**src/rtl/noc_out_arbiter.sv**
```systemverilog
// Output-port arbiter: round-robin wormhole selection among the N/S/W/L FWFT FIFO heads with downstream credit check.
// Optional macro NOC_PRESSURE_ARB_EN: IDLE grant favours the candidate with the highest input-FIFO pressure.
module noc_out_arbiter #(
   parameter int DEPTH    = 8,
   parameter int WIDTH    = 3,
   parameter int DATASIZE = 40
) (
   input  logic                fifo_clk,
   input  logic                rst,
   input  logic [DATASIZE-1:0] N_data_in,
   input  logic [DATASIZE-1:0] S_data_in,
   input  logic [DATASIZE-1:0] W_data_in,
   input  logic [DATASIZE-1:0] L_data_in,
   input  logic                N_valid_in,
   input  logic                S_valid_in,
   input  logic                W_valid_in,
   input  logic                L_valid_in,
   input  logic                N_req_in,
   input  logic                S_req_in,
   input  logic                W_req_in,
   input  logic                L_req_in,
   input  logic [WIDTH:0]      N_pressure_in,
   input  logic [WIDTH:0]      S_pressure_in,
   input  logic [WIDTH:0]      W_pressure_in,
   input  logic [WIDTH:0]      L_pressure_in,
   output logic                fifo_ready_N,
   output logic                fifo_ready_S,
   output logic                fifo_ready_W,
   output logic                fifo_ready_L,
   output logic [DATASIZE-1:0] out_data,
   output logic                out_valid,
   input  logic [WIDTH:0]      down_pressure_in,
   output logic [1:0]          lock_owner_out,
   output logic                locked_out
);

   localparam logic [0:0] ST_IDLE   = 1'b0;
   localparam logic [0:0] ST_LOCKED = 1'b1;
   localparam logic [1:0] TYPE_HEAD = 2'b10;
   localparam logic [WIDTH+1:0] DEPTH_W = (WIDTH+2)'(DEPTH);

   logic [0:0]          state_q, state_d;
   logic [1:0]          rr_ptr_q, rr_ptr_d;
   logic [1:0]          owner_q, owner_d;
   logic [DATASIZE-1:0] out_data_q, out_data_d;
   logic                out_valid_q, out_valid_d;

   logic [DATASIZE-1:0] data_s [4];
   logic [3:0]          valid_s;
   logic [3:0]          req_s;
   logic [3:0]          cand_s;
   logic [1:0]          grant_s;
   logic                grant_found_s;
   logic [1:0]          sel_s;
   logic [1:0]          sel_type_s;
   logic                issue_s;
   logic                issue_ok_s;
   logic [3:0]          ready_s;
   logic [WIDTH+1:0]    credit_sum_s;
   logic                credit_ok_s;

   assign data_s[0] = N_data_in;
   assign data_s[1] = S_data_in;
   assign data_s[2] = W_data_in;
   assign data_s[3] = L_data_in;
   assign valid_s   = {L_valid_in, W_valid_in, S_valid_in, N_valid_in};
   assign req_s     = {L_req_in, W_req_in, S_req_in, N_req_in};

   // The out_valid term accounts for the flit written last cycle but not yet counted downstream.
   assign credit_sum_s = {1'b0, down_pressure_in} + {{(WIDTH+1){1'b0}}, out_valid_q};
   assign credit_ok_s  = (credit_sum_s < DEPTH_W);

   always_comb begin
      for (int i = 0; i < 4; i++) begin
         cand_s[i] = valid_s[i] & req_s[i] & data_s[i][DATASIZE-1];
      end
   end

`ifdef NOC_PRESSURE_ARB_EN
   logic [WIDTH:0] pres_s [4];
   logic [WIDTH:0] best_pres_s;

   assign pres_s[0] = N_pressure_in;
   assign pres_s[1] = S_pressure_in;
   assign pres_s[2] = W_pressure_in;
   assign pres_s[3] = L_pressure_in;

   // Strict greater-than keeps the earliest candidate in round-robin order on ties.
   always_comb begin
      grant_s       = 2'd0;
      grant_found_s = 1'b0;
      best_pres_s   = '0;
      for (int k = 0; k < 4; k++) begin
         if (cand_s[rr_ptr_q + k[1:0]] &&
             (!grant_found_s || (pres_s[rr_ptr_q + k[1:0]] > best_pres_s))) begin
            grant_s       = rr_ptr_q + k[1:0];
            best_pres_s   = pres_s[rr_ptr_q + k[1:0]];
            grant_found_s = 1'b1;
         end else begin
            grant_found_s = grant_found_s;
         end
      end
   end
`else
   logic unused_pressure_s;
   assign unused_pressure_s = ^{N_pressure_in, S_pressure_in, W_pressure_in, L_pressure_in};

   always_comb begin
      grant_s       = 2'd0;
      grant_found_s = 1'b0;
      for (int k = 0; k < 4; k++) begin
         if (!grant_found_s && cand_s[rr_ptr_q + k[1:0]]) begin
            grant_s       = rr_ptr_q + k[1:0];
            grant_found_s = 1'b1;
         end else begin
            grant_found_s = grant_found_s;
         end
      end
   end
`endif

   always_comb begin
      sel_s   = grant_s;
      issue_s = 1'b0;
      case (state_q)
         ST_IDLE: begin
            sel_s   = grant_s;
            issue_s = grant_found_s & credit_ok_s;
         end
         ST_LOCKED: begin
            sel_s   = owner_q;
            issue_s = valid_s[owner_q] & credit_ok_s;
         end
         default: begin
            sel_s   = grant_s;
            issue_s = 1'b0;
         end
      endcase
   end

   assign issue_ok_s   = issue_s & ~rst;
   assign sel_type_s   = data_s[sel_s][DATASIZE-1 -: 2];
   assign ready_s      = issue_ok_s ? (4'b0001 << sel_s) : 4'b0000;
   assign fifo_ready_N = ready_s[0];
   assign fifo_ready_S = ready_s[1];
   assign fifo_ready_W = ready_s[2];
   assign fifo_ready_L = ready_s[3];

   always_comb begin
      state_d     = state_q;
      rr_ptr_d    = rr_ptr_q;
      owner_d     = owner_q;
      out_valid_d = issue_ok_s;
      out_data_d  = issue_ok_s ? data_s[sel_s] : out_data_q;
      if (issue_ok_s) begin
         case (state_q)
            ST_IDLE: begin
               rr_ptr_d = sel_s + 2'd1;
               if (sel_type_s == TYPE_HEAD) begin
                  state_d = ST_LOCKED;
                  owner_d = sel_s;
               end else begin
                  state_d = ST_IDLE;
               end
            end
            ST_LOCKED: begin
               // Tail (01) and single (11) both close the packet.
               if (sel_type_s[0]) begin
                  state_d = ST_IDLE;
               end else begin
                  state_d = ST_LOCKED;
               end
            end
            default: state_d = ST_IDLE;
         endcase
      end else begin
         state_d = state_q;
      end
   end

   always_ff @(posedge fifo_clk) begin
      if (rst) begin
         state_q     <= ST_IDLE;
         rr_ptr_q    <= 2'd0;
         owner_q     <= 2'd0;
         out_data_q  <= '0;
         out_valid_q <= 1'b0;
      end else begin
         state_q     <= state_d;
         rr_ptr_q    <= rr_ptr_d;
         owner_q     <= owner_d;
         out_data_q  <= out_data_d;
         out_valid_q <= out_valid_d;
      end
   end

   assign out_data       = out_data_q;
   assign out_valid      = out_valid_q;
   assign lock_owner_out = owner_q;
   assign locked_out     = (state_q == ST_LOCKED);

endmodule

```
**config.mk**
```make
export PLATFORM = sky130hd
export DESIGN_NAME = noc_out_arbiter
export DESIGN_NICKNAME = d
export VERILOG_FILES = /design/src/rtl/noc_out_arbiter.sv
export SDC_FILE = /design/constraint.sdc
export NUM_CORES = 1
export LEC_CHECK = 0
export CAP_MARGIN = 5
export CORE_MARGIN = 3
export CORE_UTILIZATION = 30
export CTS_BUF_LIST = sky130_fd_sc_hd__clkbuf_8
export DETAILED_ROUTE_END_ITERATION = 12
export PLACE_DENSITY = 0.73
export SLEW_MARGIN = 5
export SYNTH_ARGS = -nofsm -noshare
export SYNTH_HDL_FRONTEND = slang
export SYNTH_SLANG_ARGS = --single-unit
```
**constraint.sdc**
```tcl
create_clock -name fifo_clk -period 3.3 [get_ports fifo_clk]
set_input_delay 0.825 -clock fifo_clk [delete_from_list [all_inputs] [get_ports fifo_clk]]
set_output_delay 0.825 -clock fifo_clk [all_outputs]
set_load 0.005 [all_outputs]
```
# [Yosys cells after proc, flatten, opt, wreduce, memory -nomap -nowiden]
# Cells that the tools add are included.
[totals] mem_bits_rw=0 mem_bits_ro=0 mem_count=0 latchBits=0 ff_bits=46
[classes] n_div=0 n_shift=1 magnitude_cmp=7 n_reduce_logical=8 eq_ne=1 n_addsub=5 multipliers=0 mux=27 bitwise=14
[op_table] operator="40-bit binary-select mux with 2-bit select" count=1
[op_table] operator="40-bit two-way mux" count=2
[op_table] operator="2-bit by 3-bit less-than comparator with 1-bit output, second input constant" count=5
[op_table] operator="1-bit AND" count=11
[op_table] operator="1-bit two-way mux" count=11
[op_table] operator="1-bit binary-select mux with 2-bit select" count=5
[op_table] operator="2-bit two-way mux" count=4
[op_table] operator="4-bit by 1-bit adder with 5-bit output" count=1
[op_table] operator="5-bit by 4-bit less-than comparator with 1-bit output, second input constant" count=1
[op_table] operator="2-bit by 1-bit adder with 2-bit output, second input constant" count=2
[op_table] operator="2-bit adder, second input constant" count=2
[op_table] operator="4-bit two-way mux" count=1
[op_table] operator="1-bit case mux with 2 select lines" count=2
[op_table] operator="2-bit case mux with 2 select lines" count=1
[op_table] operator="1-bit by 2-bit << shifter with 4-bit output, first input constant" count=1
[op_table] operator="3-bit >= comparator, second input constant" count=1
[op_table] operator="1-bit logical AND" count=3
[op_table] operator="1-bit zero test" count=3
[op_table] operator="2-bit NOT with 3-bit output" count=1
[op_table] operator="3-bit AND reduction" count=1
[op_table] operator="2-bit == test, second input constant" count=1
[op_table] operator="1-bit NOT" count=2
[op_table] operator="2-bit AND reduction" count=1

# [Logic depth before layout (Yosys ltp)]
# Gate-level depths: netlist (run 1).
[depth] depth_word=22 mapped_depth=10 mapped_depth_nobuf=8

# [Least setup slack after synthesis (run 1)]
# No wires, ideal clock.
[synth_timing] path_kind="input port to output port" from="input port W_req_in" to="output port fifo_ready_N" path_buffers=2 cell_stages=9 t_arrival_ps=2304 setup_slack_ps=171 path_cell_list="nand3_1 -> and2_1 -> a31oi_1 -> a32o_1 -> buf_6 -> inv_2 -> clkbuf_1 -> ha_1 -> and2_1"
[synth_via] elab_chain_cells=18
[synth_lines] item="from (decl)" line_no="20" source="input logic W_req_in,"
[synth_lines] item="1-bit AND (*) (2 in series)" line_no="75" source="cand_s[i] = valid_s[i] & req_s[i] & data_s[i][DATASIZE-1];"
[synth_lines] item="1-bit binary-select mux with 2-bit select" line_no="112" source="if (!grant_found_s && cand_s[rr_ptr_q + k[1:0]]) begin"
[synth_lines] item="1-bit two-way mux (not written as such)" line_no="112"
[synth_lines] item="1-bit two-way mux" line_no="112"
[synth_lines] item="1-bit zero test" line_no="112"
[synth_lines] item="1-bit logical AND" line_no="112"
[synth_lines] item="1-bit two-way mux" line_no="112"
[synth_lines] item="1-bit zero test" line_no="112"
[synth_lines] item="1-bit logical AND" line_no="112"
[synth_lines] item="1-bit two-way mux" line_no="112"
[synth_lines] item="1-bit zero test" line_no="112"
[synth_lines] item="1-bit logical AND" line_no="112"
[synth_lines] item="1-bit two-way mux" line_no="112"
[synth_lines] item="1-bit AND" line_no="128" source="issue_s = grant_found_s & credit_ok_s;"
[synth_lines] item="1-bit case mux with 2 select lines" line_no="125" source="case (state_q)"
[synth_lines] item="1-bit AND" line_no="141" source="assign issue_ok_s = issue_s & ~rst;"
[synth_lines] item="4-bit two-way mux (*)" line_no="143" source="assign ready_s = issue_ok_s ? (4'b0001 << sel_s) : 4'b0000;"
[synth_lines] item="to (decl)" line_no="26" source="output logic fifo_ready_N,"
# Every way passes the cells marked *; elsewhere a longest branch is shown, timed or not. The select of a mux whose other input is x is not followed.

# [Worst setup path in the final report (run 1)]
[layout_timing] from="input port L_req_in" to="output port fifo_ready_L"
[layout_lines] item="from (decl)" line_no="21" source="input logic L_req_in,"
[layout_lines] item="1-bit AND (*) (2 in series)" line_no="75"
[layout_lines] item="1-bit binary-select mux with 2-bit select" line_no="112"
[layout_lines] item="1-bit two-way mux (not written as such)" line_no="112"
[layout_lines] item="1-bit two-way mux" line_no="112"
[layout_lines] item="1-bit zero test" line_no="112"
[layout_lines] item="1-bit logical AND" line_no="112"
[layout_lines] item="1-bit two-way mux" line_no="112"
[layout_lines] item="1-bit zero test" line_no="112"
[layout_lines] item="1-bit logical AND" line_no="112"
[layout_lines] item="1-bit two-way mux" line_no="112"
[layout_lines] item="1-bit zero test" line_no="112"
[layout_lines] item="1-bit logical AND" line_no="112"
[layout_lines] item="2-bit two-way mux (*)" line_no="112"
[layout_lines] item="2-bit case mux with 2 select lines (*)" line_no="125"
[layout_lines] item="net sel_s[1]" line_no="54" source="logic [1:0] sel_s;"
[layout_lines] item="1-bit by 2-bit << shifter with 4-bit output (*)" line_no="143"
[layout_lines] item="4-bit two-way mux (*)" line_no="143"
[layout_lines] item="to (decl)" line_no="29" source="output logic fifo_ready_L,"
# The timed path passes the listed nets; every way through them passes the cells marked *. The select of a mux whose other input is x is not followed.

==> run summary, run 1 <==
top-count cell post-synth: nand2_1
CP Launch Point: L_req_in
Max Slew Vio Count: 0
HP Start: out_data[17]
H-tree depth: 2
Yosys cell types: 40
via count: 3,863
r2r worst-path depth: 6
Worst-path clk slew: 0.09 ns
vias per cell: 4.99
final HPWL from detailed placement: 8880 um
top_reg_cell synth: dfxtp_1
Yosys top cell by area: dfxtp_1
initial antenna violation count: 0
Core Rows: 35
Starting Density: 0.309
fmax: 308 MHz
Mean Syn Cell Area: 6.95 um^2
MaxCap Viol Count: 0
global-route wire length before repair: 19,000 um
Crit Reg-Reg Startpoint: lock_owner_out[0]
layout cell share with drive strength beyond 1: 0.127
status: complete, no violations
crit path capture type: output port
Worst slew margin: 0.337
multi-input logic area: 0.00189 mm^2
Post-synth EDFFs: 0
largest cells by area after synthesis: dfxtp_1, nand2_1, a21oi_1
Max clock buf depth: 2
Buffers on Ports: 221
n_diodes: 0
Yosys reg bits: 46
fin crit share: 0.983
nets: 838
Initial DRT Pass Iterations: 5
CP startpoint kind: primary input
total CTS buffers: 5
Placer Congestion: 0.933
Net Count, Synth: 607
Die Width: 104 um
Seq/Total Area, Yosys: 0.321
drt drc: 0
final hold violation count: 0
clock sinks: 46
FF/Latch Area: 921 um^2
Critical Path AT: 2.42 ns
Die ar.: 0.0108 mm^2
hold depth: 1
YS warnings: 0
list of most frequent post-synthesis cells: nand2_1, a21oi_1, dfxtp_1
Core Util, Final: 0.598
TritonCTS clock tree: built
Root Driver: clkbuf_8
largest net degree at the start of global routing: 44
leakage: 0.00249 uW
Tot Pwr: 1700 uW
mapped cell area: 0.00287 mm^2
critical-path maximum fanout: 4
grt ovf: 0
Setup Viol. Count Final: 0
Layout area overhead: 93.4%
clk_lat worst skew: 0.29 ns
CP Class: primary input to output port
Clock Skew: 0.00557 ns
ANT nets after route: 0
Placeable Area: 0.00928 mm^2
num ports: 238
Syn Inst Count: 413
Setup Total Neg Slack: 0 ns
worst vdd ir: 0.000162 V
Hold Slack: 0.471 ns
Critical Path RT: 2.47 ns
Routed WL: 12,100 um
non-filler cells, final: 774
GRT Total Usage: 0.213
FILL cells: 869
Tmin final: 3.24 ns
drt wl/cell: 15.6 um
DP Cell Count: 755
vias in the first global route: 3,870
RSZ-0062 raised after global routing: no
die height: 104 um
worst slew pin tran: 0.993 ns
top cell type's share of synthesized area: 0.321
detailed router's first-iteration violation count: 190
hold crit path type: register to register
async set-reset flop share out of synthesis: 0
cell area power density: 307 mW/mm^2
-- state kept, by name, indices dropped and copies added, names as in the netlist --
name	count
locked_out	1
out_valid	1
out_data	40
rr_ptr_q	2
lock_owner_out	2
-- layout make-up --
| cell class | instances | area share |
|---|---|---|
| Multi-Input combinational cell | 332 | 0.340 |
| Timing Repair Buffer | 255 | 0.444 |
| Clock inverter | 2 | 0.00226 |
| Sequential cell | 46 | 0.166 |
| Clock buffer | 6 | 0.0149 |
| Inverter | 4 | 0.00361 |
| Tap cell | 129 | 0.0291 |
-- report_power, final --
group	switching [uW]	internal, uW
Clock	199	169
Combinational	287	410
Sequential	32.7	606
-- cells by family after synthesis --
kind of cell               count (synthesis)  share of synthesized area
DFF                                       46                      0.321
adders and majority gates                  4                     0.0174
AOI/OAI and AO/OA                        133                      0.302
and+or+nand+nor                          190                      0.269
muxes                                      5                     0.0262
buffers and inverters                     35                     0.0641
-- per-stage QoR --
step / area, um^2 / setup slack [ns]
after detailed placement: 5300 / -0.663
final: 5550 / 0.0569
after global routing: 5550 / 0.0138
after CTS: 5560 / 0.00398
after global placement: 5300 / -0.556
after floorplan: 2870 / 0.171
-- routing by layer --
metal,vias to the layer above,GRT usage,wire length [um],share of wire
met1,1787,0.226,4770,0.39
met3,18,0.0592,910,0.075
met5,-,0,0,0
met4,0,0.0570,207,0.017
met2,168,0.411,6210,0.51
li1,1890,-,-,-
-- what timing repair did --
action                                  CTS  global route
endpoints found under the setup margin    4             4
pin swaps                                10             9
hold buffers                              0             0
resized for setup                        61            22
setup buffers                            10             1
-- cell usage in the layout, fill, tap and decap left out, types with 2 or more instances in the layout --
cell type / instances
clkdlybuf4s50_1: 205
nand2_1: 158
a21oi_1: 80
dfxtp_1: 46
a211o_1: 38
buf_4: 25
buf_2: 9
nor2_1: 7
clkbuf_8: 6
buf_6: 6
and2_1: 4
clkbuf_2: 4
nand3_2: 3
mux2i_1: 3
ha_2: 3
clkdlybuf4s15_1: 3
buf_12: 3
nor3_1: 2
a31oi_1: 2
and2_4: 2
inv_4: 2
nand2_2: 2
inv_1: 2
nor4b_4: 2
mux4_2: 2
a211oi_1: 2
-- worst max-delay path, stage by stage --
cell and delay (ns):
clkdlybuf4s15_1 0.21, nand3_2 0.09, buf_4 0.15, a221oi_2 0.27, buf_4 0.16, o311ai_4 0.10
buf_6 0.16, inv_4 0.06, ha_2 0.17, and2_4 0.12, buf_2 0.11
-- worst paths after layout --
path | endpoint | slack (ns)
max | fifo_ready_L | 0.06
min | out_data[17] | 0.47
max reg2reg | out_data[28] | 0.67
min reg2reg | out_data[17] | 0.47
(Power assumes the default switching activity.)
==> inputs of run 2 (changes only) <==
Settings changed: CORE_MARGIN 3 to 2, DONT_BUFFER_PORTS from default to 1, PLACE_DENSITY 0.73 to 0.41.
==> run 2 against run 1 <==
Compared with the run above:
- die area down 3.8%
- clock power is 11% lower
- worst setup slack improved by 0.19 ns
- combinational power down 55%
- total power is 24% lower
- non-clock buffer count fell by 247
- sequential power rose by 2%
- critical path type unchanged
- highest routed layer unchanged
==> run summary, run 2 (synthesis results as in run 1) <==
status: complete, no violations (unchanged)
DP Cell Count: 519 (was 755)
switching power: 430 uW (was 519 uW)
Core Rows: 35 (unchanged)
clk_lat worst skew: 0.30 ns (was 0.29 ns)
Setup Viol. Count Final: 0 (unchanged)
fin crit share: 0.924 (was 0.983)
post-route cell area: 0.00303 mm^2 (was 0.00555 mm^2)
most frequent cells in the layout: nand2_1, a21oi_1, dfxtp_1, a211o_1 (was clkdlybuf4s50_1, nand2_1, a21oi_1, dfxtp_1, a211o_1)
Starting Density: 0.310 (was 0.309)
fmax: 328 MHz (was 308 MHz)
Tot Pwr: 1290 uW (was 1700 uW)
total CTS buffers: 5 (unchanged)
clock sinks: 46 (unchanged)
Critical Path AT: 2.22 ns (was 2.42 ns)
Pint: 864 uW (was 1190 uW)
GRT Total Usage: 0.156 (was 0.213)
Max Slew Vio Count: 0 (unchanged)
TritonCTS clock tree: built (unchanged)
Root Driver: clkbuf_8 (unchanged)
leakage: 0.00148 uW (was 0.00249 uW)
via count: 2,805 (was 3,863)
Worst-path clk slew: 0.08 ns (was 0.09 ns)
Placeable Area: 0.00924 mm^2 (was 0.00928 mm^2)
Clock Skew: 0.0137 ns (was 0.00557 ns)
layout cell share with drive strength beyond 1: 0.0579 (was 0.127)
RSZ-0062 raised after global routing: no (unchanged)
max reg flops: 40 (unchanged)
worst slew pin tran: 0.966 ns (was 0.993 ns)
Post-DP Area: 0.00296 mm^2 (was 0.00530 mm^2)
CP startpoint kind: primary input (unchanged)
CP Class: primary input to output port (unchanged)
largest net degree at the start of global routing: 51 (was 44)
vias per cell: 5.33 (was 4.99)
die height: 102 um (was 104 um)
combinational power share: 0.243 (was 0.409)
non-filler cells, final: 526 (was 774)
Buffers on Ports: 0 (was 221)
H-tree depth: 2 (unchanged)
post_cts resized: 0 (was 61)
grt ovf: 0 (unchanged)
clock group share of total power: 0.253 (was 0.216)
nets: 591 (was 838)
global-route wire length before repair: 12,600 um (was 19,000 um)
crit path capture type: output port (unchanged)
hold crit path type: register to register (unchanged)
crit-path most repeated cell: and2_1 (was buf_4)
initial antenna violation count: 0 (unchanged)
critical-path maximum fanout: 8 (was 4)
detailed router's first-iteration violation count: 141 (was 190)
Critical Path RT: 2.47 ns (about the same)
ANT nets after route: 0 (unchanged)
Placer Congestion: 0.713 (was 0.933)
CP peak stage delay: 0.35 ns (was 0.27 ns)
Tmin final: 3.05 ns (was 3.24 ns)
Hold Buf Count CTS: 0 (unchanged)
Cell Chain, Critical Path: nand3_1 > and2_1 > a31oi_1 > a32o_4 > inv_2 > ha_1 > and2_1 (was clkdlybuf4s15_1 > nand3_2 > buf_4 > a221oi_2 > buf_4 > o311ai_4 > buf_6 > inv_4 > ha_2 > and2_4 > buf_2)
most common cell after layout, fill and taps aside: nand2_1 (was clkdlybuf4s50_1)
worst vdd ir: 0.000168 V (was 0.000162 V)
Die Width: 102 um (was 104 um)
drt wl/cell: 16.6 um (was 15.6 um)
slowest CP cell: a32o_4 (was a221oi_2)
cell area power density: 427 mW/mm^2 (was 307 mW/mm^2)
MaxCap Viol Count: 0 (unchanged)
FILL cells: 1,032 (was 869)
Max clock buf depth: 2 (unchanged)
n_diodes: 0 (unchanged)
Worst slew margin: 0.354 (was 0.337)
Routed WL: 8760 um (was 12,100 um)
Reg power frac: 0.504 (was 0.375)
final HPWL from detailed placement: 6420 um (was 8880 um)
num ports: 238 (unchanged)
Initial DRT Pass Iterations: 4 (was 5)
Post-CTS Repair Setup Buffers: 0 (was 10)
vias in the first global route: 2,458 (was 3,870)
final hold violation count: 0 (unchanged)
switching fraction of total power: 0.332 (was 0.305)
Die ar.: 0.0104 mm^2 (was 0.0108 mm^2)
Setup Total Neg Slack: 0 ns (unchanged)
Layout area overhead: 5.67% (was 93.4%)
drt drc: 0 (unchanged)
-- run 2: changes by cell type in the layout (fill, tap and decap cells not counted), sizes merged, moves of 2 or more --
cell / previous run / this run
inv: 4 / 6
clkdlybuf4s50: 205 / 0
clkdlybuf4s15: 3 / 0
clkbuf: 10 / 5
buf: 43 / 8
-- run 2: final cells by class --
cell class	count	area, um^2	share of cell area
repair buffers	8	72.6	0.0239
clock buffers	5	68.8	0.0227
multi-input cells	332	1780	0.588
clock inverters	2	7.51	0.00248
flip-flops and latches	46	921	0.304
well taps	129	161	0.0532
inverters	4	17.5	0.00578
-- run 2: through the flow --
step                       util  hold slack (ns)  setup WS (ns)
final                     0.328            0.501          0.251
after global routing      0.328            0.516          0.110
after CTS                 0.328            0.509          0.254
after detailed placement  0.320            0.487          0.258
after global placement    0.320            0.484          0.259
after floorplan               -            0.461          0.171
-- run 2: power by group through the flow --
stage / Clock (uW) / Combinational, uW / Sequential (uW)
6_report: 328 / 314 / 652
5_1_grt: 366 / 357 / 659
4_1_cts: 346 / 319 / 653
3_3_place_gp: 0 / 317 / 667
2_1_floorplan: 0 / 264 / 650
3_5_place_dp: 0 / 318 / 665
-- run 2: layer usage --
metal	share of wire	track usage
met4	0.0082	0.0353
met3	0.098	0.0518
met5	0	0
met1	0.40	0.183
met2	0.49	0.274
-- run 2: path summary, 6_finish.rpt --
kind / from / to / slack (ns) / depth (start not counted)
max: W_valid_in / fifo_ready_W / 0.25 / 7
min: out_data[32] / out_data[32] / 0.50 / 1
max reg2reg: lock_owner_out[0] / out_data[11] / 0.64 / 5
min reg2reg: out_data[32] / out_data[32] / 0.50 / 1
-- run 2: critical path, delay by kind of cell --
| kind | cells | cell delay [ns] |
|---|---|---|
| compound gates | 2 | 0.67 |
| simple gates | 3 | 0.47 |
| buf+inv | 1 | 0.07 |
| fa+ha+maj | 1 | 0.17 |
==> variant 1, RTL diff (flow settings as in run 2) <==
Build with the macro `NOC_PRESSURE_ARB_EN` defined.
--- a/src/rtl/noc_out_arbiter.sv
+++ b/src/rtl/noc_out_arbiter.sv
@@ -1,5 +1,7 @@
 // Output-port arbiter: round-robin wormhole selection among the N/S/W/L FWFT FIFO heads with downstream credit check.
 // Optional macro NOC_PRESSURE_ARB_EN: IDLE grant favours the candidate with the highest input-FIFO pressure.
+`define NOC_PRESSURE_ARB_EN
+
 module noc_out_arbiter #(
    parameter int DEPTH    = 8,
    parameter int WIDTH    = 3,
Function: changed (Yosys sat finds a counterexample within 4 cycles, from zero or initial values and one cycle with rst high).
==> variant 1 against run 2 <==
The run now ends with setup timing left; area after synthesis up 37%; hold slack better by 11 ps; sequential cell count unchanged; routed wire length up 82%; setup slack worse by 3600 ps; critical path depth up 19; sequential share of layout area down 16 points; final area up 110%; die area up 36%; via count up 55%; total power rose to 3.1 times the old value; critical path type unchanged; largest power group is now combinational logic.
==> variant 1: results <==
{
  "outcome": "finished with violations",
  "violations": "setup timing",
  "min_to": "out_data[36]$_SDFFE_PP0P_",
  "synth_xor_area_frac": 0.002221,
  "fin_skew_ps": 17.75,
  "crit_path_start": "L_req_in",
  "pwr-share-clk": 0.092,
  "ys_top_cells_by_count": "100 x nand2_1, 82 x a21oi_1, 46 x dfxtp_1, 38 x a221oi_1, 32 x a31o_2",
  "wl_met1_um": 6336,
  "max_slew_margin": 0.4213,
  "power_leakage_nw": 2.207,
  "synth_fp_nets": 710,
  "cp_max_fo": 6,
  "total_power_mw": 4.065,
  "setup_tns_ps": -150190,
  "grt_max_degree": 52,
  "ir_drop_uv": 306.1,
  "final_nets": 777,
  "synthTopCellsByArea": "dfxtp_1 23%, a21oi_1 10%, nand2_1 9.5%",
  "worstReg2RegEnd": "out_data[38]$_SDFFE_PP0P_",
  "clk_latency_ps": 320,
  "wl_met2_um": 8289,
  "reg2reg_from": "rr_ptr_q[1]$_SDFFE_PP0P_",
  "synth_seq_area_share": 0.2335,
  "drive_gt1_frac": 0.5315,
  "grt_pass1_vias": 4493,
  "grt_use_total": 0.2162,
  "cp_slowest_cell": "mux4_2",
  "grt_pass1_wl_um": 24270,
  "ff2ff_path_depth": 32,
  "powerSeq_mw": 0.810,
  "routed_wl_um": 15950,
  "cts_setup_buffers": 17,
  "setup-violations-final": 49,
  "synthMuxAreaShare": 0.1218,
  "use_met2": 0.3926,
  "worst_slack_ps": -3378,
  "yosysUniqueCellTypes": 56,
  "post_cts_resized": 109,
  "dp_hpwl_um": 10580,
  "max_stage_delay_ps": 540,
  "met3_usage": 0.04488,
  "r2r_setup_slack_ps": -3070
}
-- variant 1: cell count changes after synthesis, moves of 6 or more --
| cell | delta |
|---|---|
| a221oi_1 | +37 |
| mux2_2 | +7 |
| ha_1 | +12 |
| o21ai_0 | +15 |
| inv_1 | +9 |
| nand2_1 | -59 |
| buf_2 | +6 |
| a211o_1 | -38 |
| a31o_2 | +31 |
| mux4_2 | +8 |
| clkbuf_1 | +8 |
| mux2i_1 | +12 |
| a31o_1 | +7 |
-- variant 1: layout make-up --
class	instances	area [µm²]
clock buffers	6	82.58
repair buffers	105	1119
flip-flops and latches	46	922.1
fillers	1231	6451
multi-input cells	400	3869
clock inverters	2	12.51
well taps	172	215.2
inverters	13	51.30
-- variant 1: per-stage QoR --
step	utilization	instances	hold WS, ps
after floorplan	-	504	446.7
final	0.4929	744	511.7
after global placement	0.3726	702	490.0
after global routing	0.4929	744	525.0
after CTS	0.4443	733	501.9
after detailed placement	0.3726	702	490.5
==> variant 2, RTL diff (flow settings as in run 2) <==
Without the edit above. Reset style: asynchronous (`rst`), changed in one clocked block.
--- a/src/rtl/noc_out_arbiter.sv
+++ b/src/rtl/noc_out_arbiter.sv
@@ -178,7 +178,7 @@
       end
    end
 
-   always_ff @(posedge fifo_clk) begin
+   always_ff @(posedge fifo_clk or posedge rst) begin
       if (rst) begin
          state_q     <= ST_IDLE;
          rr_ptr_q    <= 2'd0;
Function: differs if rst is asserted again (counterexample within 4 cycles, from zero or initial values and one cycle with rst high); with rst held inactive, the same outputs for 10 cycles.
==> variant 2 against run 2 <==
Area after synthesis is 15% higher; fmax is 5.5% lower; setup slack worse by 180 ps; register-to-register slack worse by 90 ps; die area is 14% higher; final area is 19% higher; critical path depth stayed put; sequential cell count stayed put; synthesized cell count is 21% lower; routed wire length is 8.5% lower; non-clock buffer count is 6 higher; largest cell class unchanged.
Power is not compared: it rests on default switching activity, and its combinational part moved more than twofold at a synthesized area within 25%.
==> variant 2: results <==
{
  "outcome": "finished clean",
  "yosysUniqueCellTypes": 41,
  "ff2ff_path_depth": 9,
  "grt_pass1_vias": 2314,
  "drt_iter0_markers": 44,
  "diodes": 0,
  "antenna_found_initial": 0,
  "clockBufferDepth": 2,
  "async_flop_share": 1.000,
  "h-tree-depth": 2,
  "dp.cells": 455,
  "drt_first_pass_iters": 4,
  "drive_gt1_frac": 0.2049,
  "synth_fp_nets": 522,
  "root_buffer": "clkbuf_8",
  "holdWs_ps": 517.9,
  "grt_pass1_wl_um": 11340,
  "min_from": "out_data[7]$_DFFE_PP0P_",
  "avgSynthCellArea_um2": 10.02,
  "cts_buffers": 5,
  "critical_path_arrival_ps": 2400,
  "largest_reg_flops": 40,
  "pre_cts_ws_ps": -53.15,
  "gp_congestion": 0.8086,
  "max_slew_margin": 0.3313,
  "routed_wl_um": 8011,
  "synthTopCellsByArea": "dfrtp_1 35%, mux2i_1 24%, mux2_2 13%",
  "clkTransAtPathRegs_ps": 90,
  "ys_warn_count": 0,
  "holdCritPathClass": "register to register",
  "grt_max_degree": 56,
  "min_to": "out_data[7]$_DFFE_PP0P_",
  "worstReg2RegEnd": "locked_out$_DFFE_PP0P_",
  "power_leakage_nw": 1.577,
  "dp_hpwl_um": 6227,
  "port_buffers": 0,
  "min_path_cells": 2,
  "fin_skew_ps": 5.646,
  "ir_drop_uv": 385.3,
  "grt_use_total": 0.1235,
  "cp_max_fo": 4,
  "vias": 2450,
  "viasPerCell": 5.246,
  "clk_latency_ps": 290,
  "crit_path_start": "N_valid_in",
  "synth_seq_area_share": 0.3503,
  "ys_top_cells_by_count": "78 x mux2i_1, 46 x dfrtp_1, 43 x nand2_1, 41 x o21ai_0, 38 x mux2_2",
  "r2r_setup_slack_ps": 550,
  "reg2reg_from": "rr_ptr_q[0]$_DFFE_PP0P_"
}
## variant 2: critical path, cell delays in order
cell	delay [ps]
and3_1	190
a311o_1	430
a211oi_4	370
buf_4	180
inv_2	50
ha_1	200
nor2b_1	160
## variant 2: final cells by class
class	instances	area (µm²)
Clock inverter	2	8.758
Tap cell	140	175.2
Clock buffer	6	82.58
Timing Repair Buffer	14	147.6
Multi-Input combinational cell	251	2004
Inverter	8	30.03
Fill cell	1123	7146
Sequential cell	46	1151
## variant 2: through the flow
step / util / power (mW) / instance area [µm²]
finish: 0.3350 / 3.219 / 3600
global route: 0.3350 / 3.503 / 3600
CTS: 0.3306 / 3.194 / 3552
detailed placement: 0.3218 / 2.823 / 3458
global placement: 0.3218 / 2.797 / 3458
floorplan: - / 2.479 / 3286
## variant 2: what timing repair did
action                     4_1_cts  5_1_grt
setup endpoints to repair        1        1
resized for setup                1        0
setup buffers                    0        3
cloned                           0        1
pin swaps                        0        1
## variant 2: logic make-up (layout without fill, tap and decap cells)
logic type	after synthesis	after routing	share of synthesized area
muxes	118	118	0.3781
and+or+nand+nor	65	65	0.08949
AOI/OAI and AO/OA	64	64	0.1196
DFF	46	46	0.3503
buffers and inverters	31	30	0.04722
adders and majority gates	4	4	0.01523
## variant 2: report_power, final
part,leakage [nW],total (mW),internal (mW),switching [mW]
combinational,0.950,1.78,0.944,0.838
clock,0.0524,0.360,0.166,0.193
sequential,0.575,1.08,0.821,0.256
total,1.58,3.22,1.93,1.29
## variant 2: worst max path at each step
stage	to	slack (ps)	depth (start not counted)
floorplan	fifo_ready_N	230	8
global placement	fifo_ready_W	-30	6
detailed placement	fifo_ready_W	-50	6
CTS	fifo_ready_W	20	6
global route	fifo_ready_N	0.5	7
finish	fifo_ready_N	70	7
## variant 2: per-layer routing
layer  track usage  part of all wire
met1        0.1342              0.38
met4       0.03663             0.010
met2        0.2272              0.50
met3       0.04065              0.11
met5             0                 0
